## config.mk

```make
export PLATFORM = sky130hd
export DESIGN_NAME = uart_rx_sequencer
export DESIGN_NICKNAME = d
export VERILOG_FILES = /design/src/rtl/uart_rx_sequencer.sv
export SDC_FILE = /design/constraint.sdc
export NUM_CORES = 1
export LEC_CHECK = 0
export CORE_ASPECT_RATIO = 0.75
export CORE_MARGIN = 2
export CORE_UTILIZATION = 43
export CTS_CLUSTER_DIAMETER = 200
export CTS_CLUSTER_SIZE = 30
export DETAILED_ROUTE_END_ITERATION = 7
export HOLD_SLACK_MARGIN = 0.06
export PLACE_DENSITY = 0.65
export SYNTH_ARGS = -nofsm -noshare
export SYNTH_HDL_FRONTEND = slang
export SYNTH_SLANG_ARGS = --single-unit
```

## constraint.sdc

```tcl
create_clock -name clk -period 1.4 [get_ports clk]
set_input_delay 0.42 -clock clk [delete_from_list [all_inputs] [get_ports clk]]
set_output_delay 0.42 -clock clk [all_outputs]
set_load 0.05 [all_outputs]
```

## src/rtl/uart_rx_sequencer.sv

```systemverilog
// UART receive sequencer: oversampled start/data/parity/stop framing with a
// single-entry held-frame handshake and overrun flagging.
module uart_rx_sequencer #(
  parameter int OVS = 16
) (
  input  logic       clk,
  input  logic       reset_n,
  input  logic       baud_tick,
  input  logic       rx,
  input  logic [1:0] parity_type,
  input  logic       out_ready,
  output logic [7:0] data_out,
  output logic       data_valid,
  output logic [2:0] err_flags,
  output logic       busy
);

  localparam int CW = $clog2(OVS);
  localparam logic [CW-1:0] CNT_ZERO = {CW{1'b0}};
  localparam logic [CW-1:0] CNT_ONE  = {{(CW-1){1'b0}}, 1'b1};
  localparam logic [CW-1:0] HALF_M1  = CW'(OVS / 2 - 1);
  localparam logic [CW-1:0] FULL_M1  = CW'(OVS - 1);

  typedef enum logic [2:0] {
    IDLE   = 3'd0,
    START  = 3'd1,
    DATA   = 3'd2,
    PARITY = 3'd3,
    STOP   = 3'd4
  } state_t;

  // Odd (01) flags an even total of ones, even (10) flags an odd total.
  function automatic logic parity_error(input logic [7:0] data, input logic p,
                                        input logic [1:0] ptype);
    logic x;
    x = ^{data, p};
    case (ptype)
      2'b01:   parity_error = ~x;
      2'b10:   parity_error = x;
      default: parity_error = 1'b0;
    endcase
  endfunction

  state_t      state_r, state_s;
  logic [CW-1:0] cnt_r, cnt_s;
  logic [2:0]  bit_idx_r, bit_idx_s;
  logic [7:0]  shift_r, shift_s;
  logic [1:0]  par_type_r, par_type_s;
  logic        par_err_r, par_err_s;
  logic        done_s;
  logic        stop_err_s;

  // Next-state and datapath decode; everything advances on baud_tick only.
  always_comb begin
    state_s    = state_r;
    cnt_s      = cnt_r;
    bit_idx_s  = bit_idx_r;
    shift_s    = shift_r;
    par_type_s = par_type_r;
    par_err_s  = par_err_r;
    done_s     = 1'b0;
    stop_err_s = 1'b0;
    if (baud_tick) begin
      case (state_r)
        IDLE: begin
          cnt_s = CNT_ZERO;
          if (!rx) begin
            state_s    = START;
            par_type_s = parity_type;
            bit_idx_s  = 3'd0;
            par_err_s  = 1'b0;
          end else begin
            state_s = IDLE;
          end
        end
        START: begin
          if (cnt_r == HALF_M1) begin
            cnt_s   = CNT_ZERO;
            state_s = rx ? IDLE : DATA;
          end else begin
            cnt_s = cnt_r + CNT_ONE;
          end
        end
        DATA: begin
          if (cnt_r == FULL_M1) begin
            cnt_s            = CNT_ZERO;
            shift_s[bit_idx_r] = rx;
            if (bit_idx_r == 3'd7) begin
              bit_idx_s = 3'd0;
              state_s   = (^par_type_r) ? PARITY : STOP;
            end else begin
              bit_idx_s = bit_idx_r + 3'd1;
            end
          end else begin
            cnt_s = cnt_r + CNT_ONE;
          end
        end
        PARITY: begin
          if (cnt_r == FULL_M1) begin
            cnt_s     = CNT_ZERO;
            par_err_s = parity_error(shift_r, rx, par_type_r);
            state_s   = STOP;
          end else begin
            cnt_s = cnt_r + CNT_ONE;
          end
        end
        STOP: begin
          if (cnt_r == FULL_M1) begin
            cnt_s      = CNT_ZERO;
            stop_err_s = ~rx;
            done_s     = 1'b1;
            state_s    = IDLE;
          end else begin
            cnt_s = cnt_r + CNT_ONE;
          end
        end
        default: begin
          state_s = IDLE;
          cnt_s   = CNT_ZERO;
        end
      endcase
    end else begin
      state_s = state_r;
    end
  end

  // FSM state and receive datapath registers.
  always_ff @(posedge clk) begin
    if (!reset_n) begin
      state_r    <= IDLE;
      cnt_r      <= CNT_ZERO;
      bit_idx_r  <= 3'd0;
      shift_r    <= 8'h00;
      par_type_r <= 2'b00;
      par_err_r  <= 1'b0;
    end else begin
      state_r    <= state_s;
      cnt_r      <= cnt_s;
      bit_idx_r  <= bit_idx_s;
      shift_r    <= shift_s;
      par_type_r <= par_type_s;
      par_err_r  <= par_err_s;
    end
  end

  // Held-frame output stage: a completion always wins over a transfer.
  always_ff @(posedge clk) begin
    if (!reset_n) begin
      data_out   <= 8'h00;
      err_flags  <= 3'b000;
      data_valid <= 1'b0;
      busy       <= 1'b0;
    end else begin
      busy <= (state_s != IDLE);
      if (done_s) begin
        data_out   <= shift_r;
        err_flags  <= {data_valid & ~out_ready, stop_err_s, par_err_r & (^par_type_r)};
        data_valid <= 1'b1;
      end else if (data_valid && out_ready) begin
        data_valid   <= 1'b0;
        err_flags[2] <= 1'b0;
      end else begin
        data_valid <= data_valid;
      end
    end
  end

endmodule

```

==> impl_metrics.env <==
export IMPL_num_vias=1659
export IMPL_drv_cap=0
export IMPL_ys_warn_count=0
export IMPL_grt_pass1_wl_mm=7.245
export IMPL_grt_max_degree=21
export IMPL_violations="setup timing"
export IMPL_tightestPinTransition_ns=0.2924
export IMPL_hold_path_class="register to register"
export IMPL_wl_per_cell_um=14.44
export IMPL_p_leak_nw=1.109
export IMPL_syn_area_per_cell_sq_um=8.148
export IMPL_ant_nets=0
export IMPL_coreArea_sq_mm=0.003685
export IMPL_slew_headroom=0.8043
export IMPL_peakVddDrop_uv=1100
export IMPL_n_antenna_cell=0
export IMPL_worstPathArrival_ns=1.71
export IMPL_rsz0062_at_grt="true"
export IMPL_maxSlewViolCount=0
export IMPL_dr_pass1_iters=4
export IMPL_grt_ovfl_total=0
export IMPL_power_density_mw_per_mm2=707.3
export IMPL_period_minus_slack_ns=1.532
export IMPL_crit_slowest_cell="xnor3_1"
export IMPL_tritoncts="yes"
export IMPL_die_area_sq_mm=0.004404
export IMPL_crit_top_cell="xnor2_2"
export IMPL_track_usage=0.2084
export IMPL_drive_above_1_share=0.4211
export IMPL_end_kind="register"
export IMPL_antenna_found_initial=0
export IMPL_crit_type="register to register"
export IMPL_vias_per_cell=5.217
export IMPL_fp_dieW_um=75.97
export IMPL_drc=0
export IMPL_tns_ns=-0.6267
export IMPL_fillers=273
export IMPL_port_buffer_count=19
export IMPL_die_height_um=57.98
export IMPL_synth_cell_type_count=40
export IMPL_wl_mm=4.593
export IMPL_cts_sinks=34
export IMPL_fin_crit_sh=1.094
export IMPL_htreeDepth=2
export IMPL_synth_nets=217
export IMPL_globalplace_congestion=0.8408
export IMPL_synthCells=205
export IMPL_final_common_cell="buf_4"
export IMPL_cp_cell_sequence="xnor2_2 -> xnor3_1 -> xnor2_2 -> mux2i_1 -> o21ai_1"
export IMPL_status="finished, violations left"
export IMPL_finalHoldViolations=0
export IMPL_skew_ns=0.01057
export IMPL_ys_seq_elements=34
export IMPL_ys_async_sr_fraction=0
export IMPL_initial_core_util=0.4533
export IMPL_clkLatencyLatePin_ns=0.28
export IMPL_max_stage_delay_ns=0.44
export IMPL_synth_enable_flop_cells=0
export IMPL_ys_seq_area_frac=0.4075
export IMPL_syn_to_final_growth_pct=60.75
export IMPL_synthesis_area_sq_mm=0.001670
export IMPL_fmax_mhz=652.6
export IMPL_synth_flop_cell="dfxtp_1"
export IMPL_drt_iter0_markers=75
export IMPL_setup_violations=11
export IMPL_post_route_util=0.7287
export IMPL_io_pins=20
export IMPL_final_nets=277
export IMPL_cts_max_path_buffers=2
export IMPL_setup_ws_ns=-0.1323
export IMPL_post_dp_hpwl_mm=3.258
export IMPL_worstPathRequired_ns=1.57
export IMPL_final_cell_mix="36 x buf_4, 30 x nand2_1, 21 x nor2_1, 21 x dfxtp_1, 17 x a21oi_1"
export IMPL_cts_root_buf="clkbuf_8"
export IMPL_row_count=19
export IMPL_cp_start_kind="register"
export IMPL_path_max_fanout=3
export IMPL_holdBufCountCts=0
export IMPL_path_clk_slew_ns=0.08
export IMPL_numCtsBuffers=5
export IMPL_grt_pass1_vias=1536
registers in the layout, indices dropped and copies added (netlist names):
register / count
bit_idx_r: 3
busy: 1
cnt_r: 4
data_out: 8
data_valid: 1
err_flags: 3
par_err_r: 1
par_type_r: 2
shift_r: 8
state_r: 3
path summary, 6_finish.rpt:
check,from,end,slack [ns],cells after the start
max,shift_r[0],par_err_r,-0.13,5
min,data_out[6],data_out[6],0.49,2
max reg2reg,shift_r[0],par_err_r,-0.13,5
min reg2reg,data_out[6],data_out[6],0.49,2
stage by stage:
stage          hold slack [ns]  std cells  area, sq um  total power [mW]  worst slack [ns]
3_5_place_dp            0.4879        305         2357             1.171           -0.5528
2_1_floorplan           0.4529        205         1709             1.084          -0.05763
5_1_grt                 0.5230        318         2685             1.965           -0.1784
4_1_cts                 0.4986        315         2567             1.898           -0.1116
3_3_place_gp            0.4771        305         2357             1.166           -0.4985
6_report                0.4926        318         2685             1.899           -0.1323
worst max-delay path, delay by kind of cell (launching register included):
family         cells  cell delay (ns)
AO/OA/AOI/OAI      1             0.08
multiplexers       1             0.24
XOR/XNOR           3             0.73
flip-flops         1             0.37
where the power goes:
group	switching, mW	leakage (nW)	internal [mW]
logic	0.104	0.784	0.0979
clock network	0.366	0.0441	0.349
registers	0.00684	0.281	0.975
total	0.477	1.11	1.42
final cells by class:
type | count | area, sq um | share of cell area
clock buffer | 5 | 68.82 | 0.02563
clock inverter | 3 | 21.27 | 0.007922
inverter | 5 | 18.77 | 0.006990
multi-input combinational | 156 | 1131 | 0.4212
sequential | 34 | 696.9 | 0.2596
tap | 52 | 65.06 | 0.02423
timing repair buffer | 63 | 683.2 | 0.2544
logic make-up (layout without fill, tap and decap cells):
| family | after synthesis | count (layout) | synth area share |
|---|---|---|---|
| and+or+nand+nor | 92 | 92 | 0.2689 |
| buffers and inverters | 15 | 76 | 0.03670 |
| AOI/OAI and AO/OA | 41 | 41 | 0.1401 |
| xor gates and xnor gates | 9 | 9 | 0.05543 |
| DFF | 34 | 34 | 0.4075 |
| adders and majority gates | 5 | 5 | 0.03745 |
| muxes | 9 | 9 | 0.05393 |
routing by layer:
metal	share of wire	track usage	vias to the layer above
li1	-	-	830
met1	0.47	0.2874	774
met2	0.47	0.3367	51
met3	0.053	0.04829	4
met4	0.0078	0.05455	0
met5	0	0	-
synthesized netlist by cell type, types with 2 or more instances:
cell / n / share of area
clkbuf_1: 7 / 0.016
a32oi_1: 2 / 0.010
and3_1: 2 / 0.0075
nand3b_1: 4 / 0.018
nor2b_1: 4 / 0.015
a22oi_1: 2 / 0.0090
a31oi_1: 2 / 0.0075
a21oi_1: 22 / 0.066
dfxtp_1: 34 / 0.41
nor4_1: 2 / 0.0075
nor3_2: 2 / 0.012
nand3_1: 6 / 0.018
xnor2_1: 5 / 0.026
nand2b_1: 2 / 0.0075
or3_1: 2 / 0.0075
nand2_1: 31 / 0.070
nor3_1: 2 / 0.0060
xor2_1: 3 / 0.016
nor2_1: 24 / 0.054
mux2i_1: 9 / 0.054
nand4_1: 4 / 0.015
o21ai_0: 8 / 0.024
ha_1: 5 / 0.037
inv_1: 5 / 0.011
what timing repair did:
action / in CTS / in global routing
buffers inserted: 2 / 3
pin swaps: 19 / 16
endpoints found under the setup margin: 34 / 29
resized for setup: 29 / 25
No activity file was read; power rests on OpenSTA's default activity.
